File: src/rtl/pif_xi_frontend.sv
// ---------------------------------------------------------------------------
// pif_xi_frontend
//   Upstream stage of the PIF control-register block. Bytes from the I2C
//   slave core are decoded by their low TYPE_BITS tag into the registered XI
//   address/data/write-strobe bus. A small read FSM waits out the fixed XO
//   pipeline latency, captures the readback byte, holds it for the I2C core
//   and pulses XI_PRdFinished when the byte has been consumed.
//
// Ports
//   xclk            in   system clock
//   sys_rst         in   asynchronous active-low reset
//   byte_stb        in   one-cycle strobe, byte_in valid
//   byte_in[7:0]    in   [TYPE_BITS-1:0] tag, [7:TYPE_BITS] payload
//   rd_req          in   one-cycle strobe, I2C core needs a read byte
//   rd_ack          in   one-cycle strobe, I2C core has shifted out rd_data
//   bus_stop        in   one-cycle strobe, STOP / repeated START seen
//   XO[7:0]         in   readback byte from the control-register block
//   XI_PWr          out  single-cycle write strobe
//   XI_PRWA         out  register address
//   XI_PRdFinished  out  single-cycle pulse, read byte consumed
//   XI_PRdSubA      out  read sub-address counter
//   XI_PD           out  write payload
//   rd_data[7:0]    out  captured XO
//   rd_valid        out  rd_data valid
//   byte_err        out  single-cycle pulse, byte dropped or bad tag
//   dbg_state[1:0]  out  read FSM state (0 IDLE, 1 WAIT, 2 HOLD)
//
// Read handshake: rd_req is accepted only in IDLE. Once rd_valid rises,
// rd_data is frozen and rd_valid stays high until the cycle in which rd_ack
// (or bus_stop) is seen; rd_ack without rd_valid is ignored. bus_stop aborts
// an outstanding read without signalling completion.
// ---------------------------------------------------------------------------
module pif_xi_frontend #(
  parameter int TYPE_BITS  = 2,
  parameter int ADDR_W     = 4,
  parameter int SUBA_W     = 4,
  parameter int RD_LATENCY = 5
) (
  input  logic                xclk,
  input  logic                sys_rst,
  input  logic                byte_stb,
  input  logic [7:0]          byte_in,
  input  logic                rd_req,
  input  logic                rd_ack,
  input  logic                bus_stop,
  input  logic [7:0]          XO,
  output logic                XI_PWr,
  output logic [ADDR_W-1:0]   XI_PRWA,
  output logic                XI_PRdFinished,
  output logic [SUBA_W-1:0]   XI_PRdSubA,
  output logic [7-TYPE_BITS:0] XI_PD,
  output logic [7:0]          rd_data,
  output logic                rd_valid,
  output logic                byte_err,
  output logic [1:0]          dbg_state
);

  localparam logic [1:0] S_IDLE = 2'd0;
  localparam logic [1:0] S_WAIT = 2'd1;
  localparam logic [1:0] S_HOLD = 2'd2;

  // The counter is loaded with RD_LATENCY-1 and XO is captured on the edge
  // where it reads zero, so XO is sampled exactly RD_LATENCY edges after
  // the edge that accepted rd_req.
  localparam int CNT_W = (RD_LATENCY > 1) ? $clog2(RD_LATENCY) : 1;
  localparam logic [CNT_W-1:0] LAT_LOAD = CNT_W'(RD_LATENCY - 1);

  localparam logic [TYPE_BITS-1:0] TAG_ADDR = TYPE_BITS'(0);
  localparam logic [TYPE_BITS-1:0] TAG_DATA = TYPE_BITS'(1);

  logic [1:0]           r_state;
  logic [CNT_W-1:0]     r_cnt;
  logic                 r_pwr;
  logic [ADDR_W-1:0]    r_prwa;
  logic                 r_fin;
  logic [SUBA_W-1:0]    r_suba;
  logic [7-TYPE_BITS:0] r_pd;
  logic [7:0]           r_data;
  logic                 r_valid;
  logic                 r_err;

  logic                  w_idle;
  logic [TYPE_BITS-1:0]  w_tag;
  logic [ADDR_W-1:0]     w_addr;
  logic [7-TYPE_BITS:0]  w_pay;

  assign w_idle = (r_state == S_IDLE);
  assign w_tag  = byte_in[TYPE_BITS-1:0];
  assign w_addr = byte_in[TYPE_BITS+ADDR_W-1:TYPE_BITS];
  assign w_pay  = byte_in[7:TYPE_BITS];

  always_ff @(posedge xclk or negedge sys_rst) begin
    if (!sys_rst) begin
      r_state <= S_IDLE;
      r_cnt   <= '0;
      r_pwr   <= 1'b0;
      r_prwa  <= '0;
      r_fin   <= 1'b0;
      r_suba  <= '0;
      r_pd    <= '0;
      r_data  <= '0;
      r_valid <= 1'b0;
      r_err   <= 1'b0;
    end else begin
      r_pwr <= 1'b0;
      r_fin <= 1'b0;
      r_err <= 1'b0;

      // Byte decode. Bytes are only accepted while no read is in flight.
      if (byte_stb) begin
        if (!w_idle) begin
          r_err <= 1'b1;
        end else if (w_tag == TAG_ADDR) begin
          r_prwa <= w_addr;
          r_suba <= '0;
        end else if (w_tag == TAG_DATA) begin
          r_pd  <= w_pay;
          r_pwr <= 1'b1;
        end else begin
          r_err <= 1'b1;
        end
      end

      // Read FSM. The sub-address reset above (IDLE only) and the increment
      // below (HOLD only) can never happen on the same edge.
      case (r_state)
        S_IDLE: begin
          if (rd_req) begin
            r_state <= S_WAIT;
            r_cnt   <= LAT_LOAD;
          end
        end
        S_WAIT: begin
          if (bus_stop) begin
            r_state <= S_IDLE;
          end else if (r_cnt == '0) begin
            r_data  <= XO;
            r_valid <= 1'b1;
            r_state <= S_HOLD;
          end else begin
            r_cnt <= r_cnt - CNT_W'(1);
          end
        end
        S_HOLD: begin
          if (bus_stop) begin
            r_valid <= 1'b0;
            r_state <= S_IDLE;
          end else if (rd_ack) begin
            r_valid <= 1'b0;
            r_fin   <= 1'b1;
            r_suba  <= r_suba + SUBA_W'(1);
            r_state <= S_IDLE;
          end
        end
        default: begin
          r_valid <= 1'b0;
          r_state <= S_IDLE;
        end
      endcase
    end
  end

  assign XI_PWr         = r_pwr;
  assign XI_PRWA        = r_prwa;
  assign XI_PRdFinished = r_fin;
  assign XI_PRdSubA     = r_suba;
  assign XI_PD          = r_pd;
  assign rd_data        = r_data;
  assign rd_valid       = r_valid;
  assign byte_err       = r_err;
  assign dbg_state      = r_state;

endmodule

File: config.mk
export PLATFORM = sky130hd
export DESIGN_NAME = pif_xi_frontend
export DESIGN_NICKNAME = d
export VERILOG_FILES = /design/src/rtl/pif_xi_frontend.sv
export SDC_FILE = /design/constraint.sdc
export NUM_CORES = 1
export LEC_CHECK = 0
export ABC_AREA = 1
export CAP_MARGIN = 20
export CELL_PAD_IN_SITES_DETAIL_PLACEMENT = 2
export CELL_PAD_IN_SITES_GLOBAL_PLACEMENT = 2
export CORE_AREA = 4 4 82 84
export CTS_BUF_LIST = sky130_fd_sc_hd__clkbuf_4 sky130_fd_sc_hd__clkbuf_8
export DETAILED_ROUTE_END_ITERATION = 8
export DIE_AREA = 0 0 86 88
export PLACE_DENSITY_LB_ADDON = 0.15
export REMOVE_ABC_BUFFERS = 1
export SLEW_MARGIN = 15
export SYNTH_ARGS = -nofsm -noshare
export SYNTH_HDL_FRONTEND = slang
export SYNTH_SLANG_ARGS = --single-unit
File: constraint.sdc
create_clock -name xclk -period 1.4 [get_ports xclk]
set_clock_uncertainty 0.15 [all_clocks]
set_input_delay 0.28 -clock xclk [delete_from_list [all_inputs] [get_ports xclk]]
set_output_delay 0.28 -clock xclk [all_outputs]
set_load 0.1 [all_outputs]
# After elaboration in Yosys (flattened, before gate mapping)
# Index checks and enable logic that the tools add are counted.
[classes]
add_sub_neg = 2
n_eq_ne = 9
bitwise_logic = 3
n_mux = 32
reduce_logical = 10
[ops]
columns = ["cell", "count"]
rows = [
  ["4-bit two-way mux", 6],
  ["1-bit two-way mux", 15],
  ["4-bit AND reduction", 3],
  ["2-bit two-way mux", 5],
  ["3-bit two-way mux", 3],
  ["3-bit AND reduction", 3],
  ["2-bit inequality test, second input constant", 4],
  ["3-bit inequality test, second input constant", 2],
  ["2-bit one-hot mux with 3 select lines", 1],
  ["3-bit one-hot mux with 2 select lines", 1],
  ["4-bit by 1-bit adder with 4-bit output, second input constant", 1],
  ["2-bit by 1-bit == test with 1-bit output, second input constant", 2],
  ["2-bit zero test", 2],
  ["3-bit zero test", 1],
  ["1-bit inverter", 3],
  ["1-bit one-hot mux with 3 select lines", 1],
  ["3-bit by 1-bit subtractor with 3-bit output, second input constant", 1],
  ["2-bit == test, second input constant", 1],
  ["2-bit nonzero test", 1],
]
[word_totals]
word_cells = 66
ff_bits = 31
in_bits = 22

# Longest topological paths before layout
[logic_depth]
word_depth = 7
mapped_depth = 8

# Least setup slack after synthesis
# OpenSTA, ideal clock, no wires.
[synth_timing]
kind = "register to register"
from = "register r_state[0] (netlist: dbg_state[0])"
to = "register r_data[6] (netlist: rd_data[6])"
synth_period_minus_slack_ns = 1.959
path_stages_with_launch = 7
required_ns = 1.128
setup_slack_ns = -0.559
path_buffers = 1
t_arrival_ns = 1.687
path_cell_list = "dfrtp_1 inv_2 nor2_4 nand4_4 buf_6 nand2_1 o21ai_2"
[synth_between]
elab_chain_cells = 2
[synth_lines]
columns = ["element", "line_no", "text"]
rows = [
  ["start, declared", "71", "logic [1:0] r_state;"],
  ["start signal, assigned", "94", "r_state <= S_IDLE;"],
  ["start signal, assigned", "129", "r_state <= S_WAIT;"],
  ["start signal, assigned", "135", "r_state <= S_IDLE;"],
  ["2-bit by 1-bit == test with 1-bit output", "126", "case (r_state)"],
  ["3-bit AND reduction (no source line)", "-", ""],
  ["end signal, assigned", "101", "r_data <= '0;"],
  ["end signal, assigned", "137", "r_data <= XO;"],
  ["end, declared", "78", "logic [7:0] r_data;"],
]
# No other way between the ends.
# A chain may end at the register's enable or synchronous reset.

# Final worst setup path
[layout_timing]
from = "register r_state[1] (netlist: dbg_state[1])"
to = "output port dbg_state[1]"
[layout_rtl]
columns = ["element", "line_no", "text"]
rows = [
  ["end, declared", "55", "output logic [1:0] dbg_state"],
]
# No word-level cell between the ends.

==> flow_summary.yaml <==
placement:
  place_ws_ns: -0.2406
  port_buffers: 49
  hpwl_um: 3294
  gp_congestion: 0.7296
layout:
  multi_input_area_um2: 620.6
  final_nets: 251
  seqCellArea_um2: 785.8
  area_growth_pct: 94.58
  fillers: 619
  layout_common_cells: "buf_12 (30), nand2_1 (29), dfrtp_1 (23), inv_1 (23), clkdlybuf4s50_1 (20)"
  antenna_cells: 0
  drive_gt1_frac: 0.4537
  final_common_cell: "buf_12"
clock_network:
  cts_sinks: 31
  h-tree-depth: 2
  clock_path_buffers: 2
  path_clk_slew_ns: 0.07
  clockRootBuffer: "clkbuf_8"
  clk_latency_ns: 0.28
  cts_tree: "built"
  cts.hold.buffers_added: 0
  numCtsBuffers: 5
global_route:
  grt_pass1_wl_um: 7762
  grt_usage: 0.1367
  overflow: 0
  grt_max_degree: 32
  antenna_found_initial: 0
  grt_pass1_vias: 1499
synthesis:
  synth_warnings: 0
  post-synth-top-area-cell: "dfrtp_1"
  async_flop_share: 1.000
  syn-cell-area_um2: 1386
  netlist_instances: 154
  avgSynthCellArea_um2: 9.002
  synth_edf_count: 0
  dominantRegCellSynth: "dfrtp_1"
  yosysTopAreaCellShare: 0.5596
  ys_seq_area_frac: 0.5596
  yosysUniqueCellTypes: 20
  synthTopCellsByArea: "dfrtp_1 (56%), nand2_1 (12%), inv_1 (7.3%)"
  ys_ff_latch: 31
route:
  post_drt_wl_per_cell_um: 16.64
  num_vias: 1315
  drt-total-wl_um: 5024
  viasPerCell: 4.354
  drc: 0
  drt_iter0_drc: 32
  drtPass1Iterations: 2
  ant_nets: 0
worst_setup_path:
  worstSetupEndpointType: "output pin"
  critPathMaxFanout: 4
  cpPeakStageDelay_ns: 0.46
  cp.arrival_ns: 1.03
  critPathKind: "flop to output pin"
  cp_top_family: "flip-flops"
  crit_path_top_delay_cell: "dfrtp_2"
  path_cells: "buf_6 -> buf_12"
  cp-start-kind: "flop"
  path_buf_inv: 2
  crit_required_ns: 0.97
hold_path:
  hold_class: "input pin to asynchronous set/reset pin"
sta:
  tightestPinTransition_ns: 0.2438
  setup_ws_ns: -0.05684
  finalHoldViolCount: 0
  rsz0062_at_grt: "yes"
  finalSetupViolCount: 5
  maxSlewHeadroom: 0.8372
  period_share: 1.041
  timing.final.max_slew_violations: 0
  clock.fmax_ghz: 0.6864
  post-route-min-period_ns: 1.457
die:
  io_pins: 50
  die_w_um: 86
  rows: 28
  initial_utilization: 0.2342
  core_area_um2: 5921
  die_y_um: 88
  dieArea_um2: 7568
run_status:
  status: "complete, but fails checks"
  failed_checks: "negative setup slack"
job:
  cap_violations: 0
-- logic make-up (layout without fill, tap and decap cells) --
logic type,Yosys count,after routing,share of synthesized area
AO/OA/AOI/OAI,20,20,0.09657
XOR/XNOR,1,1,0.006319
adder cells (fa/ha/maj),3,3,0.02708
buffers and inverters,33,106,0.09657
flip-flops,31,31,0.5596
AND/OR/NAND/NOR,66,66,0.2139
-- path summary, 6_finish.rpt --
check / startpoint / to / slack, ns / cells after the start
worst max-delay path: dbg_state[1] / dbg_state[1] / -0.06 / 2
worst min-delay path: sys_rst / XI_PRdSubA[3] / 0.21 / 2
worst max register to register: dbg_state[0] / rd_data[1] / 0 / 6
worst min register to register: r_cnt[1] / r_cnt[1] / 0.39 / 2
max in group asynchronous: sys_rst / dbg_state[0] / 0.69 / 2
min in group xclk: bus_stop / XI_PRdFinished / 0.37 / 4
-- layer usage --
| metal | wire length [um] | vias up | track usage |
|---|---|---|---|
| met4 | 62 | 0 | 0.04317 |
| met5 | 0 | - | 0 |
| met3 | 245 | 5 | 0.04892 |
| met2 | 2906 | 33 | 0.2649 |
| met1 | 1810 | 657 | 0.1347 |
| li1 | - | 620 | - |
-- timing repair --
item                                    in CTS  in global routing
gates resized for setup                     29                 27
cloned                                       1                  0
buffers inserted                             4                  4
pin swaps                                    4                  2
endpoints found under the setup margin      25                 27
-- registers in the layout, summed over array words and instances, names as in the netlist --
register / flops
r_cnt: 3
XI_PRWA: 4
XI_PRdSubA: 4
rd_data: 8
XI_PD: 6
XI_PWr: 1
XI_PRdFinished: 1
rd_valid: 1
byte_err: 1
dbg_state: 2
-- synth_stat cells (2+ instances only) --
cell	instances
nand3_1	12
o21ai_1	9
o21ai_2	8
nor2_1	5
buf_2	2
dfrtp_1	31
inv_2	3
nand2_1	44
inv_1	27
ha_1	3
-- cell type report --
cell class	count	area share
flip-flops and latches	31	0.2913
inverters	30	0.04360
clock buffers	8	0.03850
well taps	75	0.03479
repair buffers	68	0.3618
multi-input cells	90	0.2301
-- stage by stage --
| step | cell area [um^2] | hold WS (ns) | util | cells | TNS, ns |
|---|---|---|---|---|---|
| floorplan | 1365 | -0.1656 | - | 151 | -14.13 |
| global placement | 2330 | 0.3040 | 0.3935 | 285 | -2.863 |
| detailed placement | 2330 | 0.3306 | 0.3935 | 285 | -4.418 |
| CTS | 2575 | 0.2096 | 0.4349 | 298 | -0.2628 |
| global route | 2698 | 0.2052 | 0.4556 | 302 | -1.068 |
| finish | 2698 | 0.2085 | 0.4556 | 302 | -0.1191 |
Power is not shown: default switching activity piles up to over one toggle a cycle in this logic, so the estimate is an artifact.
